==> src/rtl/jzjpcc_fetch_if.sv <==
// jzjpcc_fetch_if: instruction-memory read channel of the jzjpcc fetch stage.
// The fetch stage can have at most one read outstanding on this channel.
//   req   fetch -> mem  read request
//   addr  fetch -> mem  word address [PC_MAX_B:2]; held stable until acked
//   ack   mem -> fetch  request accepted; data is valid in the same cycle
//   data  mem -> fetch  instruction bits 31:2 (bits 1:0 are always 2'b11)
// Modports: master = fetch stage, slave = instruction memory.
interface jzjpcc_fetch_if #(
  parameter int PC_MAX_B = 15
);
  logic              req;
  logic [PC_MAX_B:2] addr;
  logic              ack;
  logic [31:2]       data;

  modport master (output req, output addr, input ack, input data);
  modport slave  (input req, input addr, output ack, output data);
endinterface

==> src/rtl/jzjpcc_fetch.sv <==
// jzjpcc_fetch: fetch stage of the jzjpcc pipelined RV32I core.
// Issues single-outstanding word reads, feeds the fetch->decode register and
// applies redirects (decode) and stall/flush (hazard control). A nop
// (addi x0,x0,0) is inserted whenever no valid instruction is available.
// Ports:
//   clock, reset            clock; asynchronous active-high reset
//   imem                    instruction-memory channel (master side)
//   instruction_decode      instruction bits 31:2 in decode
//   currentPC_decode        PC of that instruction
//   pcCTWriteEnable         redirect fetch to controlTransferNewPC
//   controlTransferNewPC    redirect target
//   stall_decode            hold the decode register
//   flush_decode            load nop into the decode register
// Optional feature macro JZJPCC_FETCH_PERF_COUNTERS_EN adds
//   fetchedCount_fetch, bubbleCount_fetch (32-bit wrapping event counters).
module jzjpcc_fetch #(
  parameter int                PC_MAX_B = 15,
  parameter logic [PC_MAX_B:2] RESET_PC = {(PC_MAX_B - 1){1'b0}}
) (
  input  logic                clock,
  input  logic                reset,
  jzjpcc_fetch_if.master      imem,
  output logic [31:2]         instruction_decode,
  output logic [PC_MAX_B:2]   currentPC_decode,
  input  logic                pcCTWriteEnable,
  input  logic [PC_MAX_B:2]   controlTransferNewPC,
  input  logic                stall_decode,
  input  logic                flush_decode
`ifdef JZJPCC_FETCH_PERF_COUNTERS_EN
  ,
  output logic [31:0]         fetchedCount_fetch,
  output logic [31:0]         bubbleCount_fetch
`endif
);

  localparam logic [31:2]       NOP    = 30'h0000_0004;
  localparam logic [PC_MAX_B:2] PC_ONE = {{(PC_MAX_B - 2){1'b0}}, 1'b1};

  // FETCH: requesting normally; HOLD: fetched word parked in the buffer,
  // no request; DISCARD: old request still in flight, its data is dropped.
  typedef enum logic [1:0] {
    FETCH   = 2'd0,
    HOLD    = 2'd1,
    DISCARD = 2'd2
  } state_t;

  state_t            state_r, state_s;
  logic [PC_MAX_B:2] req_pc_r, req_pc_s;
  logic [PC_MAX_B:2] redir_pc_r, redir_pc_s;
  logic [31:2]       buf_inst_r;
  logic [PC_MAX_B:2] buf_pc_r;
  logic              buf_we_s;
  logic              deliver_s;
  logic [31:2]       deliver_inst_s;
  logic [PC_MAX_B:2] deliver_pc_s;
  logic              accept_s;

  // Outputs come from registered state only, so the memory never sees a
  // combinational path from ack/stall/redirect back to req/addr.
  assign imem.req  = (state_r != HOLD);
  assign imem.addr = req_pc_r;
  assign accept_s  = !stall_decode && !flush_decode;

  // Next-state, next-address and delivery selection.
  always_comb begin
    state_s        = state_r;
    req_pc_s       = req_pc_r;
    redir_pc_s     = redir_pc_r;
    buf_we_s       = 1'b0;
    deliver_s      = 1'b0;
    deliver_inst_s = NOP;
    deliver_pc_s   = req_pc_r;
    case (state_r)
      FETCH: begin
        if (imem.ack) begin
          if (pcCTWriteEnable) begin
            req_pc_s = controlTransferNewPC;
          end else begin
            req_pc_s = req_pc_r + PC_ONE;
            if (accept_s) begin
              deliver_s      = 1'b1;
              deliver_inst_s = imem.data;
              deliver_pc_s   = req_pc_r;
            end else begin
              // Flush/stall must not lose the word; park it.
              buf_we_s = 1'b1;
              state_s  = HOLD;
            end
          end
        end else if (pcCTWriteEnable) begin
          // Address must stay put until the memory acks it.
          redir_pc_s = controlTransferNewPC;
          state_s    = DISCARD;
        end else begin
          state_s = FETCH;
        end
      end
      HOLD: begin
        if (pcCTWriteEnable) begin
          req_pc_s = controlTransferNewPC;
          state_s  = FETCH;
        end else if (accept_s) begin
          deliver_s      = 1'b1;
          deliver_inst_s = buf_inst_r;
          deliver_pc_s   = buf_pc_r;
          state_s        = FETCH;
        end else begin
          state_s = HOLD;
        end
      end
      DISCARD: begin
        if (pcCTWriteEnable) begin
          redir_pc_s = controlTransferNewPC;
        end else begin
          redir_pc_s = redir_pc_r;
        end
        if (imem.ack) begin
          req_pc_s = pcCTWriteEnable ? controlTransferNewPC : redir_pc_r;
          state_s  = FETCH;
        end else begin
          state_s = DISCARD;
        end
      end
      default: begin
        state_s = FETCH;
      end
    endcase
  end

  // State and address registers.
  always_ff @(posedge clock or posedge reset) begin
    if (reset) begin
      state_r    <= FETCH;
      req_pc_r   <= RESET_PC;
      redir_pc_r <= RESET_PC;
    end else begin
      state_r    <= state_s;
      req_pc_r   <= req_pc_s;
      redir_pc_r <= redir_pc_s;
    end
  end

  // One-entry buffer for a word fetched while decode could not take it.
  always_ff @(posedge clock or posedge reset) begin
    if (reset) begin
      buf_inst_r <= NOP;
      buf_pc_r   <= RESET_PC;
    end else if (buf_we_s) begin
      buf_inst_r <= imem.data;
      buf_pc_r   <= req_pc_r;
    end else begin
      buf_inst_r <= buf_inst_r;
      buf_pc_r   <= buf_pc_r;
    end
  end

  // Fetch->decode register: flush > stall > delivered word > nop.
  // A nop keeps the previous PC.
  always_ff @(posedge clock or posedge reset) begin
    if (reset) begin
      instruction_decode <= NOP;
      currentPC_decode   <= RESET_PC;
    end else if (flush_decode) begin
      instruction_decode <= NOP;
    end else if (stall_decode) begin
      instruction_decode <= instruction_decode;
    end else if (deliver_s) begin
      instruction_decode <= deliver_inst_s;
      currentPC_decode   <= deliver_pc_s;
    end else begin
      instruction_decode <= NOP;
    end
  end

`ifdef JZJPCC_FETCH_PERF_COUNTERS_EN
  logic fetched_inc_s;
  logic bubble_inc_s;

  // A bubble is a nop entering decode while decode is not stalled.
  assign fetched_inc_s = deliver_s && accept_s;
  assign bubble_inc_s  = !stall_decode && (flush_decode || !deliver_s);

  // Performance counters, wrapping modulo 2^32.
  always_ff @(posedge clock or posedge reset) begin
    if (reset) begin
      fetchedCount_fetch <= 32'd0;
      bubbleCount_fetch  <= 32'd0;
    end else begin
      fetchedCount_fetch <= fetchedCount_fetch + (fetched_inc_s ? 32'd1 : 32'd0);
      bubbleCount_fetch  <= bubbleCount_fetch + (bubble_inc_s ? 32'd1 : 32'd0);
    end
  end
`endif

endmodule
==> src/flat_wrapper.sv <==
// flat-port wrapper written by rule: the top's interface ports become plain ports
module jzjpcc_fetch_flat 
#(
  parameter int                PC_MAX_B = 15,
  parameter logic [PC_MAX_B:2] RESET_PC = {(PC_MAX_B - 1){1'b0}}
)
  (clock, reset, instruction_decode, currentPC_decode, pcCTWriteEnable, controlTransferNewPC, stall_decode, flush_decode, imem_req, imem_addr, imem_ack, imem_data);
  jzjpcc_fetch_if #(.PC_MAX_B(PC_MAX_B)) imem_i ();
  input  logic clock;
  input  logic reset;
  output logic [31:2] instruction_decode;
  output logic [PC_MAX_B:2] currentPC_decode;
  input  logic pcCTWriteEnable;
  input  logic [PC_MAX_B:2] controlTransferNewPC;
  input  logic stall_decode;
  input  logic flush_decode;
  output wire logic [$bits(imem_i.req)-1:0] imem_req;
  output wire logic [$bits(imem_i.addr)-1:0] imem_addr;
  input wire logic [$bits(imem_i.ack)-1:0] imem_ack;
  input wire logic [$bits(imem_i.data)-1:0] imem_data;
  assign imem_req = imem_i.req;
  assign imem_addr = imem_i.addr;
  assign imem_i.ack = imem_ack;
  assign imem_i.data = imem_data;
  jzjpcc_fetch #(.PC_MAX_B(PC_MAX_B), .RESET_PC(RESET_PC)) u_core (.clock(clock), .reset(reset), .imem(imem_i), .instruction_decode(instruction_decode), .currentPC_decode(currentPC_decode), .pcCTWriteEnable(pcCTWriteEnable), .controlTransferNewPC(controlTransferNewPC), .stall_decode(stall_decode), .flush_decode(flush_decode));
endmodule
==> config.mk <==
export PLATFORM = sky130hd
export DESIGN_NAME = jzjpcc_fetch_flat
export DESIGN_NICKNAME = d
export VERILOG_FILES = /design/src/rtl/jzjpcc_fetch_if.sv /design/src/rtl/jzjpcc_fetch.sv /design/src/flat_wrapper.sv
export SDC_FILE = /design/constraint.sdc
export NUM_CORES = 1
export LEC_CHECK = 0
export CAP_MARGIN = 10
export CORE_MARGIN = 2
export CORE_UTILIZATION = 54
export CTS_BUF_LIST = sky130_fd_sc_hd__clkbuf_8
export CTS_CLUSTER_SIZE = 14
export DETAILED_ROUTE_END_ITERATION = 8
export PLACE_DENSITY = 0.82
export SETUP_SLACK_MARGIN = 0.15
export SYNTH_ARGS = -nofsm -noshare
export SYNTH_HDL_FRONTEND = slang
export SYNTH_SLANG_ARGS = --single-unit
==> constraint.sdc <==
create_clock -name clock -period 5.4 [get_ports clock]
set_input_delay 1.08 -clock clock [delete_from_list [all_inputs] [get_ports clock]]
set_output_delay 1.08 -clock clock [all_outputs]
set_load 0.02 [all_outputs]
# After elaboration in Yosys (flattened, before gate mapping)
# Cells that the tools add are included.
[word_totals]
register_bits = 118
latch_bits = 0
ram_bits = 0
mem_bits_ro = 0
input_bits = 50
word_cells = 66
n_memories = 0
[classes]
addsub = 1
n_mul = 0
div_mod_pow = 0
n_lt_le_gt_ge = 0
eq_ne = 10
shifts = 0
mux = 36
n_bitwise = 2
reduce_logical = 10
[op_table]
columns = ["cell", "count"]
rows = [
  ["two-way mux 30 bit", 8],
  ["two-way mux 14 bit", 9],
  ["one-hot mux 30 bit (2 select lines)", 1],
  ["one-hot mux 14 bit (3 select lines)", 1],
  ["one-hot mux 14 bit (2 select lines)", 1],
  ["adder 14 x 1 -> 14 bit (second input constant)", 1],
  ["two-way mux 2 bit", 6],
  ["two-way mux 1 bit", 8],
  ["inequality test 2 bit (second input constant)", 4],
  ["inequality test 3 bit (second input constant)", 2],
  ["one-hot mux 2 bit (3 select lines)", 1],
  ["inequality test 2 x 1 -> 1 bit (second input constant)", 2],
  ["AND reduction 2 bit", 2],
  ["AND reduction 4 bit", 1],
  ["AND reduction 3 bit", 1],
  ["nonzero test 3 bit", 1],
  ["== test 2 x 1 -> 1 bit (second input constant)", 1],
  ["== test 2 bit (second input constant)", 1],
  ["zero test 1 bit", 2],
  ["zero test 2 bit", 1],
  ["NOT 1 bit", 2],
  ["one-hot mux 1 bit (2 select lines)", 1],
  ["nonzero test 2 bit", 1],
  ["logical AND 1 bit", 1],
]

# Logic depth before layout (Yosys ltp)
# Gate-level depths: netlist (run 1).
[depth]
depth_word = 9
mapped_depth = 9
ltp_nobuf = 6

# Worst setup path before layout (run 1)
# No wires, ideal clock.
[synth_path]
kind = "input to register"
start = "in pcCTWriteEnable"
end = "reg u_core.req_pc_r (netlist bit u_core.imem.addr[5])"
setup_time_ps = 129
arrival_time_ps = 2268
t_required_ps = 5271
slack_ps = 3003
stages = 6
path_buffers = 2
cell_sequence = "buf_4 -> buf_2 -> mux2_1 -> a221oi_1 -> o31ai_1 -> o2bb2ai_1"
[synth_via]
elab_chain_cells = 3
[synth_lines]
columns = ["element", "line_no", "rtl"]
rows = [
  ["from (decl)", "flat_wrapper.sv:13", "input logic pcCTWriteEnable;"],
  ["two-way mux 14 bit, on equally long branches", "n/a", ""],
  ["two-way mux 14 bit, on equally long branches", "jzjpcc_fetch.sv:117, jzjpcc_fetch.sv:75", ""],
  ["one-hot mux 14 bit (3 select lines)", "jzjpcc_fetch.sv:73", "case (state_r)"],
  ["to (signal assigned)", "jzjpcc_fetch.sv:138", "req_pc_r <= req_pc_s;"],
  ["to (decl)", "jzjpcc_fetch.sv:48", "logic [PC_MAX_B:2] req_pc_r, req_pc_s;"],
]
# Parallel ways exist; a longest one is shown, timed or not. The select of a mux whose other input is x is not followed.
# A chain may end at the register's enable or synchronous reset.

# Worst setup path in the final report (run 1)
[layout_path]
start = "reg u_core.state_r[1]"
end = "out imem_req"
[layout_via]
elab_chain_cells = 1
[layout_lines]
columns = ["element", "line_no", "rtl"]
rows = [
  ["from (decl)", "jzjpcc_fetch.sv:47", "state_t state_r, state_s;"],
  ["from (signal assigned)", "jzjpcc_fetch.sv:137", "state_r <= state_s;"],
  ["inequality test 2 x 1 -> 1 bit", "jzjpcc_fetch.sv:60", "assign imem.req = (state_r != HOLD);"],
  ["to (decl)", "flat_wrapper.sv:17", "output wire logic [$bits(imem_i.req)-1:0] imem_req;"],
]
# No other way between the ends.

==> out/summary.txt, run 1 <==
Post-Syn Nets: 541
Worst hold stages: 2
Pre-Repair DR Iteration Count: 7
Layout cell share with drive strength beyond 1: 10.59%
Flop pwr share: 42.7%
Final Skew: 0.01177 ns
# nets final: 638
Status: finished, final reports clean
Clock buffer depth: 2
GP Congestion: 0.8317
Final setup margin: 2.119 ns
Commonest cells after routing, fill and taps aside: 116 x dfrtp_1, 107 x clkdlybuf4s50_1, 54 x mux2_1, 38 x inv_1, 32 x a21oi_1
Ys async rst share: 100.0%
Setup Fix Bufs, Post-CTS: 0
Register area: 0.002955 mm²
Synthesized area per cell: 11.50 µm²
Post-synth top area share: 52.04%
Drt wl/cell: 18.14 µm
Relative slew slack: 31.46%
Min cycle time layout: 3.281 ns
Vias per inst: 6.008
Antenna violations before repair: 0
Chip height: 105.6 µm
Worst Max-Slew Pin Slew: 1.028 ns
Core Area: 0.01018 mm²
Vias in the first global route: 4,424
Critical path capture point type: output pin
R2r setup slk: 2.58 ns
Clock transition at path regs: 0.08 ns
Hold EP: u_core.instruction_decode[4]
Pwr dens: 495.4 mW/mm²
Fin. Hold Viols: 0
Starting DRC count in detailed routing: 429
VDD IR-drop max: 0.0002148 V
Net switching power figure: 1.295 mW
Total Wirelength: 13,260 µm
Final slew viol count: 0
Highest Clock Rate: 304.8 MHz
Reg-to-reg critical path startpoint: u_core.state_r[1]
H-tree level count: 4
Yosys reg bits: 118
Total number of vias: 4,392
Drt drc: 0
Worst slack, placed: 1.853 ns
Clock share of power: 22.6%
Final setup vio count: 0
HPWL after DPL: 9104 µm
Global-route wire length before repair: 21,690 µm
Horiz. Die Dim: 105.6 µm
Commonest non-fill, non-tap cell in the layout: dfrtp_1
Reg2reg path depth: 7
Post-Syn Area: 0.005578 mm²
Ys flop type: dfrtp_1
Critical Path Source: u_core.state_r[1]
CP arrival: 2.20 ns
Crit-path max FO: 14
Register area share after synthesis: 52.98%
Clock sink count: 118
Post-CTS sizing: 0
Inserted Diodes: 0
RSZ-0062 raised after global routing: no
ANT nets after route: 0
Max Cap Viol: 0
# hold bufs at CTS: 0
Clk Latency, worst-skew pair: 0.42 ns
Startpoint Class: register
Cells after synthesis: 485
EDFF count, synth: 0
Area leader, netlist: dfrtp_1
Worst EP required: 4.32 ns
Port bufs: 108
Yosys Warn Count: 0
Crit path kind: reg -> out
CTS root buffer: clkbuf_8
Synth-to-layout area growth: 27.97%
Num ports: 109
GRT Total Usage: 24.56%
CTS Buf Count: 17
Hold Path Origin: u_core.instruction_decode[4]
Cell internal pwr: 2.242 mW
Initial core utilization: 54.77%
Period utilization: 60.76%
Total gr overflow: 0
Synth unique cells: 50
Hold WC Path Type: reg -> reg
R2R Path End: u_core.currentPC_decode[9]
Largest cells by area after synthesis: dfrtp_1 52%, mux2_1 11%, a222oi_1 5.2%
Largest net degree at the start of global routing: 87
Sw frac: 36.61%
Multi-input logic area: 0.002312 mm²
Setup TNS Final: 0 ns
Fillers: 748
Row count: 37
Die area: 0.01116 mm²
CTS tree: built
LEAKAGE: 3.141 nW
Combinational share of power: 34.8%
flip-flops by register name, summed over array words and instances, names as in the netlist:
signal,count
u_core.buf_inst_r,30
u_core.buf_pc_r,14
u_core.currentPC_decode,14
u_core.imem.addr,14
u_core.instruction_decode,30
u_core.redir_pc_r,14
u_core.state_r,2
how the worst max path moves through the flow:
stage,to,depth (start not counted)
floorplan,u_core.buf_inst_r[10],1
global placement,u_core.buf_inst_r[15],5
detailed placement,u_core.buf_inst_r[9],5
CTS,imem_req,4
global route,imem_req,4
finish,imem_req,4
per-layer routing:
layer	up-vias	global-route usage, %	wire length, µm
met1	2159	32.78	5580
met2	193	38.99	6404
met4	0	10.90	432
met3	39	5.071	841
li1	2001	-	-
met5	-	0	0
cell families after synthesis:
family                   Yosys count  share of synthesized area, %
AO/OA/AOI/OAI                    118                         15.95
XOR/XNOR                           1                        0.1570
adder cells (fa/ha/maj)            6                         1.346
buffers and inverters             77                         5.922
flip-flops                       118                         52.98
multiplexers                      83                         16.35
AND/OR/NAND/NOR                   82                         7.291
cell usage after synthesis (all sizes together), types with 2 or more instances:
cell type	instances
nor2b	4
nor2	26
mux2	65
nor4	6
nand2	23
buf	22
o21ai	7
nand4	5
mux2i	18
a222oi	29
a211oi	5
a31oi	2
a221oi	8
clkbuf	15
o2bb2ai	3
a21o	4
inv	40
o211ai	4
ha	6
o31ai	12
dfstp	2
nor3	4
or3	3
dfrtp	116
a21oi	33
a22o	4
o41ai	2
nand3	4
layout make-up:
| type | instances | area share (%) |
|---|---|---|
| Tap cell | 136 | 2.384 |
| Clock buffer | 18 | 3.471 |
| Multi-Input combinational cell | 290 | 32.39 |
| Timing Repair Buffer | 115 | 16.09 |
| Clock inverter | 14 | 2.121 |
| Sequential cell | 118 | 41.40 |
| Inverter | 40 | 2.138 |
power groups by stage:
stage	registers (mW)	clock network [mW]	logic, mW
4_1_cts	1.50	0.809	1.23
3_5_place_dp	1.52	0	1.22
5_1_grt	1.55	0.856	1.34
6_report	1.51	0.799	1.23
2_1_floorplan	1.56	0	0.666
3_3_place_gp	1.49	0	1.18
through the flow:
step / instance area [µm²] / total power, mW / util [%] / std cells / hold slack [ns]
after floorplan: 5578 / 2.226 / - / 485 / 0.4503
after global placement: 6711 / 2.665 / 65.90 / 698 / 0.4503
after detailed placement: 6711 / 2.742 / 65.90 / 698 / 0.4490
after CTS: 7111 / 3.542 / 69.82 / 730 / 0.4642
after global routing: 7138 / 3.747 / 70.09 / 731 / 0.5085
final: 7138 / 3.536 / 70.09 / 731 / 0.4699
worst max-delay path, stage by stage, from the launching register on:
cell and delay, ns:
dfrtp_1 0.44, inv_1 0.10, ha_1 0.50, inv_2 0.16, clkdlybuf4s50_1 0.58
(Power assumes the default switching activity.)
==> run 2, diff against run 1 <==
--- a/config.mk
+++ b/config.mk
@@ -7,11 +7,11 @@
 export LEC_CHECK = 0
 export CAP_MARGIN = 10
 export CORE_MARGIN = 2
-export CORE_UTILIZATION = 54
+export CORE_UTILIZATION = 49
 export CTS_BUF_LIST = sky130_fd_sc_hd__clkbuf_8
 export CTS_CLUSTER_SIZE = 14
 export DETAILED_ROUTE_END_ITERATION = 8
-export PLACE_DENSITY = 0.82
+export PLACE_DENSITY = 0.78
 export SETUP_SLACK_MARGIN = 0.15
 export SYNTH_ARGS = -nofsm -noshare
 export SYNTH_HDL_FRONTEND = slang
==> constraint.sdc (replaced) <==
create_clock -name clock -period 3 [get_ports clock]
set_input_delay 0.6 -clock clock [delete_from_list [all_inputs] [get_ports clock]]
set_output_delay 0.6 -clock clock [all_outputs]
set_load 0.02 [all_outputs]
==> run 2 against run 1 <==
Against the previous run:
- critical path depth is the same
- cell area grew 2.0%
- clock power grew 110%
- critical path type unchanged
- largest cell class unchanged
- highest routed layer unchanged
==> out/summary.txt, run 2 (synthesized netlist as in run 1, its figures left out) <==
Status: finished, final reports clean
Setup Fix Bufs, Post-CTS: 0
Vias per inst: 5.876
RSZ-0062 raised after global routing: no
Relative slew slack: 62.79%
Crit-path max FO: 14
Final core occ: 66.29%
HPWL after DPL: 9162 µm
GP Congestion: 0.8635
Starting DRC count in detailed routing: 613
Worst EP required: 2.40 ns
Clk Latency, worst-skew pair: 0.42 ns
Port bufs: 108
Pwr dens: 903.1 mW/mm²
Die area: 0.01225 mm²
Period utilization: 87.00%
Min cycle time layout: 2.610 ns
Final Skew: 0.01092 ns
LEAKAGE: 3.206 nW
H-tree level count: 4
Max incr delay on CP: 0.56 ns
Total Wirelength: 13,220 µm
Total number of vias: 4,360
Worst Max-Slew Pin Slew: 0.5581 ns
Largest net degree at the start of global routing: 65
Inserted Diodes: 0
Commonest cells after routing, fill and taps aside: 116 x dfrtp_1, 107 x clkdlybuf4s50_1, 54 x mux2_1, 38 x inv_1, 32 x a21oi_1
VDD IR-drop max: 0.0004161 V
Initial core utilization: 50.79%
Setup TNS Final: 0 ns
Hold WC Path Type: reg -> reg
Final slew viol count: 0
Antenna violations before repair: 0
Fillers: 799
Max Cap Viol: 0
Vias in the first global route: 4,222
Highest Clock Rate: 383.1 MHz
Global-route wire length before repair: 21,720 µm
Commonest non-fill, non-tap cell in the layout: dfrtp_1
Synth-to-layout area growth: 30.53%
Worst path top cell family by delay: buffers and inverters
Post-CTS sizing: 0
Clock buffer depth: 2
Num ports: 109
Cells along the critical path: inv_1 -> ha_2 -> inv_2 -> clkdlybuf4s50_1
Crit path kind: reg -> out
Clock transition at path regs: 0.08 ns
CTS root buffer: clkbuf_8
Top flop regs: u_core.buf_inst_r x30, u_core.instruction_decode x30
Crit-path slowest cell: clkdlybuf4s50_1
WP buf/inv: 3
# nets final: 645
CTS Buf Count: 17
Critical path capture point type: output pin
ANT nets after route: 0
Horiz. Die Dim: 110.7 µm
Layout cell share with drive strength beyond 1: 11.79%
CTS tree: built
Chip height: 110.7 µm
# hold bufs at CTS: 0
CP arrival: 2.01 ns
Startpoint Class: register
Pre-Repair DR Iteration Count: 8
Drt drc: 0
Clock sink count: 118
Final setup vio count: 0
GRT Total Usage: 21.74%
Fin. Hold Viols: 0
Drt wl/cell: 17.82 µm
Row count: 38
Total gr overflow: 0
Core Area: 0.01098 mm²
==> run 2: layout make-up <==
type,instances,area (µm²),share of cell area [%]
inverter,40,153.9,2.114
sequential,118,2955,40.59
multi-input combinational,290,2315,31.79
timing repair buffer,122,1231,16.91
clock buffer,17,234.0,3.214
clock inverter,15,216.5,2.973
tap,140,175.2,2.406
==> run 2: tightest hold or removal path, cell delays in order, from the launching register on <==
cell and delay (ns):
dfstp_2 0.38, inv_1 0.05, a32oi_1 0.05
==> run 2: power by group <==
group | leakage (nW) | switching [mW] | total [mW] | internal [mW]
Combinational | 1.53 | 1.13 | 2.21 | 1.08
Sequential | 1.45 | 0.514 | 2.72 | 2.20
Clock | 0.225 | 0.721 | 1.65 | 0.930
Total | 3.21 | 2.36 | 6.58 | 4.21
==> run 2: through the flow <==
stage	hold WS [ns]	total power, mW	worst slack (ns)	std cells	cell area (µm²)
after floorplan	0.4503	4.007	0.9603	485	5582
after global placement	0.4571	4.820	0.1171	709	6820
after detailed placement	0.4561	4.931	0.1591	709	6820
after CTS	0.4818	6.599	0.2246	741	7271
after global routing	0.5000	6.951	0.3206	742	7281
final	0.4784	6.575	0.3899	742	7281
==> run 2: worst paths after layout <==
| check | start | endpoint | slack (ns) | cells after the start |
|---|---|---|---|---|
| worst max-delay path | u_core.state_r[1] | imem_req | 0.39 | 4 |
| worst min-delay path | u_core.instruction_decode[4] | u_core.instruction_decode[4] | 0.48 | 2 |
| worst max register to register | u_core.state_r[0] | u_core.imem.addr[10] | 0.56 | 6 |
| worst min register to register | u_core.instruction_decode[4] | u_core.instruction_decode[4] | 0.48 | 2 |
| max in group asynchronous | reset | u_core.buf_inst_r[4] | 2.03 | 3 |
| min in group asynchronous | reset | u_core.buf_inst_r[26] | 0.64 | 3 |
==> run 2: metal layers <==
layer,GRT usage [%],vias up,routed length (µm)
met4,8.333,0,242
met3,4.593,25,718
met2,33.99,181,6426
met1,29.98,2135,5833
met5,0,-,0
li1,-,2019,-
